--- config.mk ---
export PLATFORM = sky130hd
export DESIGN_NAME = hc_bist_ctrl_flat
export DESIGN_NICKNAME = d
export VERILOG_FILES = /design/src/rtl/hc_bist_if.sv /design/src/rtl/hc_bist_ctrl.sv /design/src/flat_wrapper.sv
export SDC_FILE = /design/constraint.sdc
export NUM_CORES = 1
export LEC_CHECK = 0
export ABC_AREA = 1
export CORE_MARGIN = 2
export CORE_UTILIZATION = 49
export CTS_CLUSTER_DIAMETER = 50
export DETAILED_ROUTE_END_ITERATION = 10
export GPL_TIMING_DRIVEN = 0
export PLACE_DENSITY = 0.78
export SLEW_MARGIN = 15
export SYNTH_ARGS = -nofsm -noshare
export SYNTH_HDL_FRONTEND = slang
export SYNTH_SLANG_ARGS = --single-unit
--- constraint.sdc ---
create_clock -name clk -period 2.1 [get_ports clk]
set_clock_uncertainty 0.1 [all_clocks]
set_input_delay 0.42 -clock clk [delete_from_list [all_inputs] [get_ports clk]]
set_output_delay 0.42 -clock clk [all_outputs]
set_load 0.03 [all_outputs]
--- src/rtl/hc_bist_if.sv ---
// Generator, encoder, channel and decoder signals seen by the BIST sequencer.
// The master side is the sequencer. The slave side is the datapath under test.
interface hc_bist_if #(
  parameter int unsigned DATA_W = 16,
  parameter int unsigned CODE_W = 22
);
  logic [DATA_W-1:0] lfsr_data;
  logic              lfsr_en;
  logic [DATA_W-1:0] enc_data;
  logic              enc_valid;
  logic              enc_ready;
  logic [CODE_W-1:0] flip_mask;
  logic              dec_valid;
  logic [DATA_W-1:0] dec_data;
  logic              dec_err_single;
  logic              dec_err_double;

  modport master (
    input  lfsr_data,
    output lfsr_en,
    output enc_data,
    output enc_valid,
    input  enc_ready,
    output flip_mask,
    input  dec_valid,
    input  dec_data,
    input  dec_err_single,
    input  dec_err_double
  );

  modport slave (
    output lfsr_data,
    input  lfsr_en,
    input  enc_data,
    input  enc_valid,
    output enc_ready,
    input  flip_mask,
    output dec_valid,
    output dec_data,
    output dec_err_single,
    output dec_err_double
  );
endinterface

--- src/rtl/hc_bist_ctrl.sv ---
// BIST sequencer for the Hamming encode/decode loop. It issues generator words,
// injects channel bit flips, checks decoder results and counts pass/fail/timeout.
module hc_bist_ctrl #(
  parameter int unsigned DATA_W  = 16,
  parameter int unsigned CODE_W  = 22,
  parameter int unsigned CNT_W   = 16,
  parameter int unsigned TIMEOUT = 64
) (
  input  logic             clk,
  input  logic             rst,
  input  logic             start,
  input  logic             abort,
  input  logic [CNT_W-1:0] num_words,
  input  logic [1:0]       err_mode,
  hc_bist_if.master        bus,
  output logic             busy,
  output logic             done,
  output logic             aborted,
  output logic [CNT_W-1:0] pass_cnt,
  output logic [CNT_W-1:0] fail_cnt,
  output logic [CNT_W-1:0] tmo_cnt
);

  localparam int unsigned POS_W = $clog2(CODE_W);
  localparam int unsigned TMO_W = $clog2(TIMEOUT);

  typedef enum logic [1:0] {S_IDLE, S_ISSUE, S_WAIT, S_DONE} state_t;
  typedef enum logic [1:0] {M_NONE = 2'd0, M_SINGLE = 2'd1, M_DOUBLE = 2'd2} mode_t;

  state_t            state;
  mode_t             mode_q;
  logic [CNT_W-1:0]  num_q;
  logic [CNT_W-1:0]  word_cnt;
  logic [POS_W-1:0]  pos;
  logic [TMO_W-1:0]  tmo_timer;
  logic [DATA_W-1:0] expected;
  logic              enc_valid_q;
  logic [CODE_W-1:0] flip_mask_q;

  mode_t             start_mode_c;
  logic              accept_c;
  logic              timeout_c;
  logic              retire_c;
  logic              word_pass_c;
  logic [POS_W-1:0]  pos_next_c;
  logic [CNT_W-1:0]  word_cnt_next_c;

  function automatic logic [CNT_W-1:0] sat_inc(input logic [CNT_W-1:0] c);
    return (c == '1) ? c : c + CNT_W'(1);
  endfunction

  // Single flip at pos; double flip at pos and its wrapped neighbour.
  function automatic logic [CODE_W-1:0] mask_f(input mode_t m, input logic [POS_W-1:0] p);
    logic [CODE_W-1:0] one;
    logic [POS_W-1:0]  p1;
    one = CODE_W'(1);
    p1  = (p == POS_W'(CODE_W - 1)) ? '0 : p + POS_W'(1);
    case (m)
      M_SINGLE: return one << p;
      M_DOUBLE: return (one << p) | (one << p1);
      default:  return '0;
    endcase
  endfunction

  always_comb begin
    start_mode_c    = M_NONE;
    accept_c        = 1'b0;
    timeout_c       = 1'b0;
    retire_c        = 1'b0;
    word_pass_c     = 1'b0;
    pos_next_c      = (pos == POS_W'(CODE_W - 1)) ? '0 : pos + POS_W'(1);
    word_cnt_next_c = word_cnt + CNT_W'(1);

    case (err_mode)
      2'd1:    start_mode_c = M_SINGLE;
      2'd2:    start_mode_c = M_DOUBLE;
      default: start_mode_c = M_NONE;
    endcase

    accept_c  = (state == S_ISSUE) && enc_valid_q && bus.enc_ready && !abort;
    // A result landing on the last allowed cycle wins over the timeout.
    timeout_c = (state == S_WAIT) && !bus.dec_valid && (tmo_timer == TMO_W'(TIMEOUT - 1));
    retire_c  = (state == S_WAIT) && !abort && (bus.dec_valid || timeout_c);

    case (mode_q)
      M_NONE:   word_pass_c = (bus.dec_data == expected) && !bus.dec_err_single && !bus.dec_err_double;
      M_SINGLE: word_pass_c = (bus.dec_data == expected) && bus.dec_err_single && !bus.dec_err_double;
      M_DOUBLE: word_pass_c = bus.dec_err_double;
      default:  word_pass_c = 1'b0;
    endcase
  end

  assign bus.lfsr_en   = accept_c;
  assign bus.enc_data  = (state == S_ISSUE) ? bus.lfsr_data : '0;
  assign bus.enc_valid = enc_valid_q;
  assign bus.flip_mask = flip_mask_q;

  always_ff @(posedge clk or negedge rst) begin
    if (!rst) begin
      state       <= S_IDLE;
      mode_q      <= M_NONE;
      num_q       <= '0;
      word_cnt    <= '0;
      pos         <= '0;
      tmo_timer   <= '0;
      expected    <= '0;
      enc_valid_q <= 1'b0;
      flip_mask_q <= '0;
      busy        <= 1'b0;
      done        <= 1'b0;
      aborted     <= 1'b0;
      pass_cnt    <= '0;
      fail_cnt    <= '0;
      tmo_cnt     <= '0;
    end else begin
      done <= 1'b0;
      unique case (state)
        S_IDLE: begin
          if (start) begin
            num_q    <= num_words;
            mode_q   <= start_mode_c;
            pass_cnt <= '0;
            fail_cnt <= '0;
            tmo_cnt  <= '0;
            word_cnt <= '0;
            aborted  <= 1'b0;
            busy     <= 1'b1;
            if (num_words == '0) begin
              state <= S_DONE;
              done  <= 1'b1;
            end else begin
              state       <= S_ISSUE;
              enc_valid_q <= 1'b1;
              flip_mask_q <= mask_f(start_mode_c, pos);
            end
          end
        end
        S_ISSUE: begin
          if (abort) begin
            state       <= S_DONE;
            done        <= 1'b1;
            aborted     <= 1'b1;
            enc_valid_q <= 1'b0;
            flip_mask_q <= '0;
          end else if (accept_c) begin
            expected    <= bus.lfsr_data;
            tmo_timer   <= '0;
            enc_valid_q <= 1'b0;
            state       <= S_WAIT;
          end
        end
        S_WAIT: begin
          if (abort) begin
            state       <= S_DONE;
            done        <= 1'b1;
            aborted     <= 1'b1;
            flip_mask_q <= '0;
          end else if (retire_c) begin
            if (timeout_c) begin
              fail_cnt <= sat_inc(fail_cnt);
              tmo_cnt  <= sat_inc(tmo_cnt);
            end else if (word_pass_c) begin
              pass_cnt <= sat_inc(pass_cnt);
            end else begin
              fail_cnt <= sat_inc(fail_cnt);
            end
            word_cnt <= word_cnt_next_c;
            pos      <= pos_next_c;
            if (word_cnt_next_c == num_q) begin
              state       <= S_DONE;
              done        <= 1'b1;
              flip_mask_q <= '0;
            end else begin
              state       <= S_ISSUE;
              enc_valid_q <= 1'b1;
              flip_mask_q <= mask_f(mode_q, pos_next_c);
            end
          end else begin
            tmo_timer <= tmo_timer + TMO_W'(1);
          end
        end
        S_DONE: begin
          state <= S_IDLE;
          busy  <= 1'b0;
        end
        default: state <= S_IDLE;
      endcase
    end
  end

endmodule

--- src/flat_wrapper.sv ---
// flat-port wrapper written by rule: the top's interface ports become plain ports
module hc_bist_ctrl_flat 
#(
  parameter int unsigned DATA_W  = 16,
  parameter int unsigned CODE_W  = 22,
  parameter int unsigned CNT_W   = 16,
  parameter int unsigned TIMEOUT = 64
)
  (clk, rst, start, abort, num_words, err_mode, busy, done, aborted, pass_cnt, fail_cnt, tmo_cnt, bus_lfsr_data, bus_lfsr_en, bus_enc_data, bus_enc_valid, bus_enc_ready, bus_flip_mask, bus_dec_valid, bus_dec_data, bus_dec_err_single, bus_dec_err_double);
  hc_bist_if #(.DATA_W(DATA_W), .CODE_W(CODE_W)) bus_i ();
  input  logic clk;
  input  logic rst;
  input  logic start;
  input  logic abort;
  input  logic [CNT_W-1:0] num_words;
  input  logic [1:0] err_mode;
  output logic busy;
  output logic done;
  output logic aborted;
  output logic [CNT_W-1:0] pass_cnt;
  output logic [CNT_W-1:0] fail_cnt;
  output logic [CNT_W-1:0] tmo_cnt;
  input wire logic [$bits(bus_i.lfsr_data)-1:0] bus_lfsr_data;
  output wire logic [$bits(bus_i.lfsr_en)-1:0] bus_lfsr_en;
  output wire logic [$bits(bus_i.enc_data)-1:0] bus_enc_data;
  output wire logic [$bits(bus_i.enc_valid)-1:0] bus_enc_valid;
  input wire logic [$bits(bus_i.enc_ready)-1:0] bus_enc_ready;
  output wire logic [$bits(bus_i.flip_mask)-1:0] bus_flip_mask;
  input wire logic [$bits(bus_i.dec_valid)-1:0] bus_dec_valid;
  input wire logic [$bits(bus_i.dec_data)-1:0] bus_dec_data;
  input wire logic [$bits(bus_i.dec_err_single)-1:0] bus_dec_err_single;
  input wire logic [$bits(bus_i.dec_err_double)-1:0] bus_dec_err_double;
  assign bus_i.lfsr_data = bus_lfsr_data;
  assign bus_lfsr_en = bus_i.lfsr_en;
  assign bus_enc_data = bus_i.enc_data;
  assign bus_enc_valid = bus_i.enc_valid;
  assign bus_i.enc_ready = bus_enc_ready;
  assign bus_flip_mask = bus_i.flip_mask;
  assign bus_i.dec_valid = bus_dec_valid;
  assign bus_i.dec_data = bus_dec_data;
  assign bus_i.dec_err_single = bus_dec_err_single;
  assign bus_i.dec_err_double = bus_dec_err_double;
  hc_bist_ctrl #(.DATA_W(DATA_W), .CODE_W(CODE_W), .CNT_W(CNT_W), .TIMEOUT(TIMEOUT)) u_core (.clk(clk), .rst(rst), .start(start), .abort(abort), .num_words(num_words), .err_mode(err_mode), .bus(bus_i), .busy(busy), .done(done), .aborted(aborted), .pass_cnt(pass_cnt), .fail_cnt(fail_cnt), .tmo_cnt(tmo_cnt));
endmodule
==> flow_summary_export.csv, run 1 <==
group,metric,value,unit
floorplanning,die_w,141,µm
sta,holdWs,388,ps
sta,worstMarginPinSlew,789,ps
floorplanning,num_rows,50,
hold_path,min_path_type,"flop to flop",
placed_design,dpl.hpwl,19.4,mm
sta,slew_violations,0,
power,p_leak,6.45,nW
cts,cts_htree_levels,4,
route,drtIter0Drc,1243,
hold_path,worstHoldPathCells,2,
critical_path,cp-end-kind,"flop",
cts,clkTransAtPathRegs,60,ps
placed_design,gp_congestion,0.981,
power,total_power,19.1,mW
route,firstDrtPassIters,9,
sta,period_share,124,%
outcome,outcome,"finished, violations left",
cts,cts_tree,"yes",
synthesis,synth_top_family_by_area,"simple AND/OR/NAND/NOR gates",
route,wl_met2,17.0,mm
route,wl_met3,3.01,mm
route,drt-met1-wl,13.0,mm
synthesis,synth_warnings,0,
critical_path,reg2reg_depth,14,
global_routing,antenna_found_initial,0,
power,irDropWorstVdd,798,µV
sta,rsz0062_at_grt,"true",
sta,hold_viol,0,
floorplanning,die-area,19900,µm²
cells_and_area,fillerInstances,1169,
global_routing,globalRouteOverflowTotal,0,
route,ant_nets,0,
critical_path,cp_data_required_time,2370,ps
floorplanning,dieHeight,141,µm
sta,timing.fmax,0.383,GHz
floorplanning,coreArea,18500,µm²
cts,numCtsBuffers,17,
sta,setup_tns,-18720,ps
route,drc,0,
critical_path,crit_type,"flop to flop",
critical_path,crit_fanout,7,
synthesis,synth_cell_types,44,
cells_and_area,n_antenna_cell,0,
synthesis,syn_avg_cell_area,7.18,µm²
synthesis,synth_edf_count,0,
synthesis,yosys.area_share.xor_xnor,4.67,%
cts,cts_sinks,137,
floorplanning,io_pins,149,
synthesis,async_flop_share,100,%
sta,setup_slack,-511,ps
sta,slew_headroom,47.4,%
sta,period_needed,2610,ps
synthesis,netlist_instances,1279,
cts,clk_path_buf_depth,2,
route,drt-wirelength-per-cell,19.3,µm
global_routing,grt_max_degree,86,
placed_design,port-buffer-count,148,
synthesis,synthAdderAreaFrac,3.41,%
job,max_cap_viol_count,0,
global_routing,track_usage,29.5,%
synthesis,syn_area,9180,µm²
floorplanning,initial_utilization,49.6,%
cells_and_area,drive_above_1_share,32.9,%
outcome,violations,"setup timing",
cts,clk_latency,440,ps
route,vias_per_cell,5.96,
global_routing,grt_pass1_wl,47.2,mm
cells_and_area,area_growth,53.7,%
global_routing,grt_pass1_vias,9634,
synthesis,ys_ff_latch,137,
synthesis,synthMuxAreaShare,0,%
cells_and_area,nNetsFinal,1648,
synthesis,synth-seq-area-share,37.3,%
route,wl,35.0,mm
placed_design,place_ws,-1070,ps
critical_path,startpoint_type,"flop",
cts,root_buffer,"clkbuf_16",
sta,setup_viol,98,
critical_path,arrival,2880,ps
route,vias,10800,
power,p_per_area,1350,nW/µm²
synthesis,syn-num-nets,1362,
route,top_layer,"met4",
synthesis,synthFlopType,"dfrtp_1",
synthesis,synth-simple-area-share,33.8,%
synthesis,synth-compound-area-share,12.7,%
metrics by stage:
stage	instances	util [%]	cell area, µm²
after floorplan	1279	-	9220
after global placement	1661	59.4	11000
after detailed placement	1662	59.6	11000
after CTS	1756	68.6	12700
after global routing	1812	76.2	14100
final	1812	76.2	14100
power by group:
part           switching, mW  internal (mW)  leakage [nW]  total, mW
Combinational           7.23           4.75          4.36       12.0
Sequential             0.586           3.33          1.79       3.92
Clock                   1.27           1.88         0.291       3.15
layout by cell type (no fill, tap or decap), types with 23 or more instances in the layout:
cell type / netlist / layout
inv_1: 131 / 98
buf_6: 4 / 50
inv_2: 8 / 33
nand4_1: 40 / 40
o21ai_0: 72 / 53
o22ai_1: 30 / 23
nand2_2: 4 / 64
buf_4: 3 / 87
nor2_1: 118 / 90
a21oi_1: 46 / 31
nor2_4: 7 / 29
a21oi_2: 11 / 26
dfrtp_1: 137 / 126
nand3_1: 99 / 85
xor2_1: 31 / 31
nand2_4: 3 / 35
nand2_1: 364 / 268
clkdlybuf4s50_1: 0 / 86
dlygate4sd2_1: 0 / 36
worst max-delay path: stages, from the launching register on:
cell and delay [ps]:
dfrtp_2 460, inv_2 130, ha_4 160, nand2_2 60
inv_2 80, nand3_4 180, nand2_8 160, inv_6 60
ha_4 280, inv_1 90, nand4_1 240, buf_4 230
o22ai_2 100, nand2_1 80, a21oi_2 110
layer usage:
metal / vias to the layer above / GRT usage (%)
met5: - / 0
met4: 0 / 14.3
li1: 4788 / -
met3: 214 / 5.74
met1: 5057 / 36.9
met2: 744 / 49.3
state kept, by name (all words and copies together) (netlist names):
register              cells
u_core.done               1
u_core.pos                5
u_core.bus.enc_valid      1
u_core.busy               1
u_core.word_cnt          16
u_core.tmo_cnt           16
u_core.expected          16
u_core.tmo_timer          6
u_core.num_q             16
u_core.bus.flip_mask     22
u_core.mode_q             2
u_core.fail_cnt          16
u_core.pass_cnt          16
u_core.state              2
u_core.aborted            1
synthesized netlist by cell type, types with 4 or more instances:
master | instances | area, µm²
xor2_1 | 31 | 272
nand3_1 | 99 | 495
inv_2 | 8 | 30.0
o21ai_1 | 18 | 90.1
a21oi_2 | 11 | 96.3
o31ai_2 | 8 | 100
nor2_1 | 118 | 443
o21ai_0 | 72 | 360
xnor2_1 | 18 | 158
nand2_1 | 364 | 1370
clkbuf_1 | 23 | 86.3
nand3_2 | 4 | 40.0
buf_6 | 4 | 45.0
nor2_4 | 7 | 78.8
nor4_1 | 4 | 25.0
clkinv_1 | 4 | 15.0
nor3_1 | 8 | 40.0
ha_1 | 25 | 313
or2_2 | 13 | 81.3
inv_1 | 131 | 492
nand4_1 | 40 | 250
buf_2 | 9 | 45.0
nand2_2 | 4 | 25.0
nand3b_1 | 7 | 52.6
o22ai_1 | 30 | 188
a21oi_1 | 46 | 230
o31ai_1 | 6 | 45.0
nor2_2 | 7 | 43.8
dfrtp_1 | 137 | 3430
layout make-up:
type	count	area (µm²)	area share (%)
inverter	143	594	4.21
clock inverter	9	111	0.789
timing repair buffer	267	2570	18.2
tap	234	293	2.07
sequential	137	3440	24.4
clock buffer	23	488	3.46
multi-input combinational	959	6260	44.4
buffer	40	355	2.52
final timing paths:
kind / startpoint / endpoint / slack [ps]
worst max-delay path: u_core.pos[1]$_DFFE_PN0P_ / u_core.bus.flip_mask[10]$_DFFE_PN0P_ / -510
worst min-delay path: u_core.num_q[9]$_DFFE_PN0P_ / u_core.num_q[9]$_DFFE_PN0P_ / 390
worst max register to register: u_core.pos[1]$_DFFE_PN0P_ / u_core.bus.flip_mask[10]$_DFFE_PN0P_ / -510
worst min register to register: u_core.num_q[9]$_DFFE_PN0P_ / u_core.num_q[9]$_DFFE_PN0P_ / 390
max in group asynchronous: rst / u_core.pos[0]$_DFFE_PN0P_ / 730
min in group asynchronous: rst / u_core.fail_cnt[10]$_DFFE_PN0P_ / 450
kinds of logic after synthesis:
| group | Yosys count |
|---|---|
| and+or+nand+nor | 689 |
| AOI/OAI and AO/OA | 196 |
| buffers and inverters | 183 |
| DFF | 137 |
| xor gates and xnor gates | 49 |
| adders and majority gates | 25 |
repair_timing:
action	4_1_cts	5_1_grt
hold buffers	1	0
setup buffers	53	56
hold endpoints to repair	84	0
pin swaps	45	77
endpoints found under the setup margin	142	131
resized for setup	346	287
gates cloned	8	3
Note: power is estimated with default switching activity, not from simulation.
==> run 2, diff against run 1 <==
Settings changed: CORE_UTILIZATION 49 to 55, PLACE_DENSITY 0.78 to 0.83.
Clock period 2.1 ns to 2.7 ns, I/O delays scaled along.
==> flow_summary_export.csv, run 2 (synthesized netlist as in run 1, its figures left out) <==
group,metric,value,unit
route,firstDrtPassIters,5,
critical_path,cp_data_required_time,2970,ps
cells_and_area,area_growth,27.6,%
route,drc,0,
sta,slew_violations,0,
global_routing,antenna_found_initial,0,
floorplanning,initial_utilization,55.8,%
floorplanning,io_pins,149,
route,ant_nets,0,
critical_path,r2r-start,"u_core.pos[0]$_DFFE_PN0P_",
sta,period_needed,2610,ps
global_routing,grt_pass1_wl,43.4,mm
cells_and_area,fillerInstances,1275,
placed_design,place_ws,-636,ps
cells_and_area,drive_above_1_share,11.1,%
sta,setup_slack,89.9,ps
global_routing,grt_max_degree,92,
hold_path,hold_path_end,"u_core.num_q[9]$_DFFE_PN0P_",
placed_design,postPlaceCellArea,11000,µm²
cts,clkTransAtPathRegs,60,ps
critical_path,slowest_delay,460,ps
cells_and_area,final_area,11700,µm²
cts,numCtsBuffers,17,
route,drt-wirelength-per-cell,15.8,µm
critical_path,slowest_stage,"dfrtp_2",
cts,clk_latency,430,ps
floorplanning,die_w,133,µm
power,p_per_area,957,nW/µm²
sta,setup_tns,0,ps
cells_and_area,layout_common_cells,"nand2_1 (363), dfrtp_1 (134), inv_1 (130), clkdlybuf4s50_1 (130), nor2_1 (115)",
critical_path,arrival,2880,ps
outcome,outcome,"finished clean",
floorplanning,dieHeight,133,µm
sta,setup_viol,0,
cells_and_area,nNetsFinal,1538,
critical_path,crit_chain,"ha_2 -> ha_1 -> inv_1 -> nand2_4 -> inv_2 -> ha_2 -> nand3_1 -> nor2_2 -> nand2_1 -> o21ai_0 -> nand2_1 -> a21oi_2",
cts,cts_htree_levels,4,
cts,cts_sinks,137,
job,max_cap_viol_count,0,
floorplanning,die-area,17700,µm²
global_routing,grt_pass1_vias,9051,
cells_and_area,largest_register_ffs,22,
placed_design,port-buffer-count,148,
sta,period_share,96.7,%
cells_and_area,final_common_cell,"nand2_1",
floorplanning,num_rows,47,
route,wl,26.7,mm
placed_design,dpl.hpwl,19.8,mm
sta,slew_headroom,57.5,%
critical_path,cp-end-kind,"flop",
cts,root_buffer,"clkbuf_16",
route,vias,9449,
sta,timing.fmax,0.383,GHz
critical_path,crit_fanout,7,
global_routing,globalRouteOverflowTotal,0,
hold_path,hp-start,"u_core.num_q[9]$_DFFE_PN0P_",
cts,clk_path_buf_depth,2,
sta,hold_viol,0,
critical_path,r2r_end,"u_core.bus.flip_mask[21]$_DFFE_PN0P_",
sta,worstMarginPinSlew,638,ps
hold_path,min_path_type,"flop to flop",
critical_path,reg2reg_depth,12,
floorplanning,coreArea,16500,µm²
critical_path,crit_type,"flop to flop",
power,irDropWorstVdd,610,µV
placed_design,gp_congestion,0.980,
route,vias_per_cell,5.60,
global_routing,track_usage,30.2,%
cts,cts_tree,"yes",
route,drtIter0Drc,948,
hold_path,worstHoldPathCells,2,
critical_path,reg2reg_setup_slack,90,ps
power,p_leak,5.17,nW
cells_and_area,n_antenna_cell,0,
critical_path,startpoint_type,"flop",
[run 2: critical path, delay by kind of cell, from the launching register on]
| family | cells | cell delay [ps] |
|---|---|---|
| compound gates | 2 | 240 |
| fa+ha+maj | 3 | 950 |
| buf+inv | 2 | 170 |
| flops | 1 | 460 |
| simple gates | 5 | 620 |
[run 2: cell type report]
cell class | count | area [µm²] | share of cell area, %
clock inverter | 10 | 114 | 0.972
tap | 220 | 275 | 2.35
buffer | 40 | 230 | 1.96
inverter | 143 | 541 | 4.61
multi-input combinational | 959 | 5060 | 43.2
clock buffer | 22 | 484 | 4.13
sequential | 137 | 3430 | 29.3
timing repair buffer | 157 | 1580 | 13.5
[run 2: timing repair]
item	4_1_cts	5_1_grt
buffers inserted	0	7
resized for setup	49	29
setup endpoints to repair	21	46
pin swaps	0	4
endpoints found under the hold margin	46	0
hold buffers	1	0
[run 2: how the worst max path moves through the flow]
stage | from | endpoint | cells after the start
floorplan | u_core.pos[0]$_DFFE_PN0P_ | u_core.bus.flip_mask[2]$_DFFE_PN0P_ | 13
global placement | rst | u_core.bus.flip_mask[4]$_DFFE_PN0P_ | 1
detailed placement | abort | bus_lfsr_en | 6
CTS | num_words[14] | u_core.bus.flip_mask[0]$_DFFE_PN0P_ | 9
global route | u_core.state[1]$_DFFE_PN0P_ | bus_lfsr_en | 8
finish | u_core.pos[0]$_DFFE_PN0P_ | u_core.bus.flip_mask[21]$_DFFE_PN0P_ | 12
[run 2: power breakdown]
part / leakage, nW / internal, mW / switching, mW / total (mW)
logic: 3.06 / 1.91 / 3.89 / 5.80
registers: 1.81 / 2.59 / 0.418 / 3.01
clock network: 0.297 / 1.46 / 0.942 / 2.40
[run 2: metal layers]
metal | GRT usage (%) | share of wire [%] | vias to the layer above | wire length [µm]
met5 | 0 | 0 | - | 0
met4 | 9.99 | 2.0 | 0 | 527
met3 | 5.02 | 6.7 | 64 | 1790
met2 | 51.5 | 49 | 416 | 13100
met1 | 39.2 | 42 | 4431 | 11300
li1 | - | - | 4538 | -
[run 2: through the flow]
step                      utilization (%)  cells  power (mW)  hold WS [ps]
after floorplan                         -   1279        6.78           144
after global placement               66.4   1647        8.52           369
after detailed placement             66.6   1648        8.60           373
after CTS                            70.4   1681        11.0           397
after global routing                 71.2   1688        11.9           416
final                                71.2   1688        11.2           391
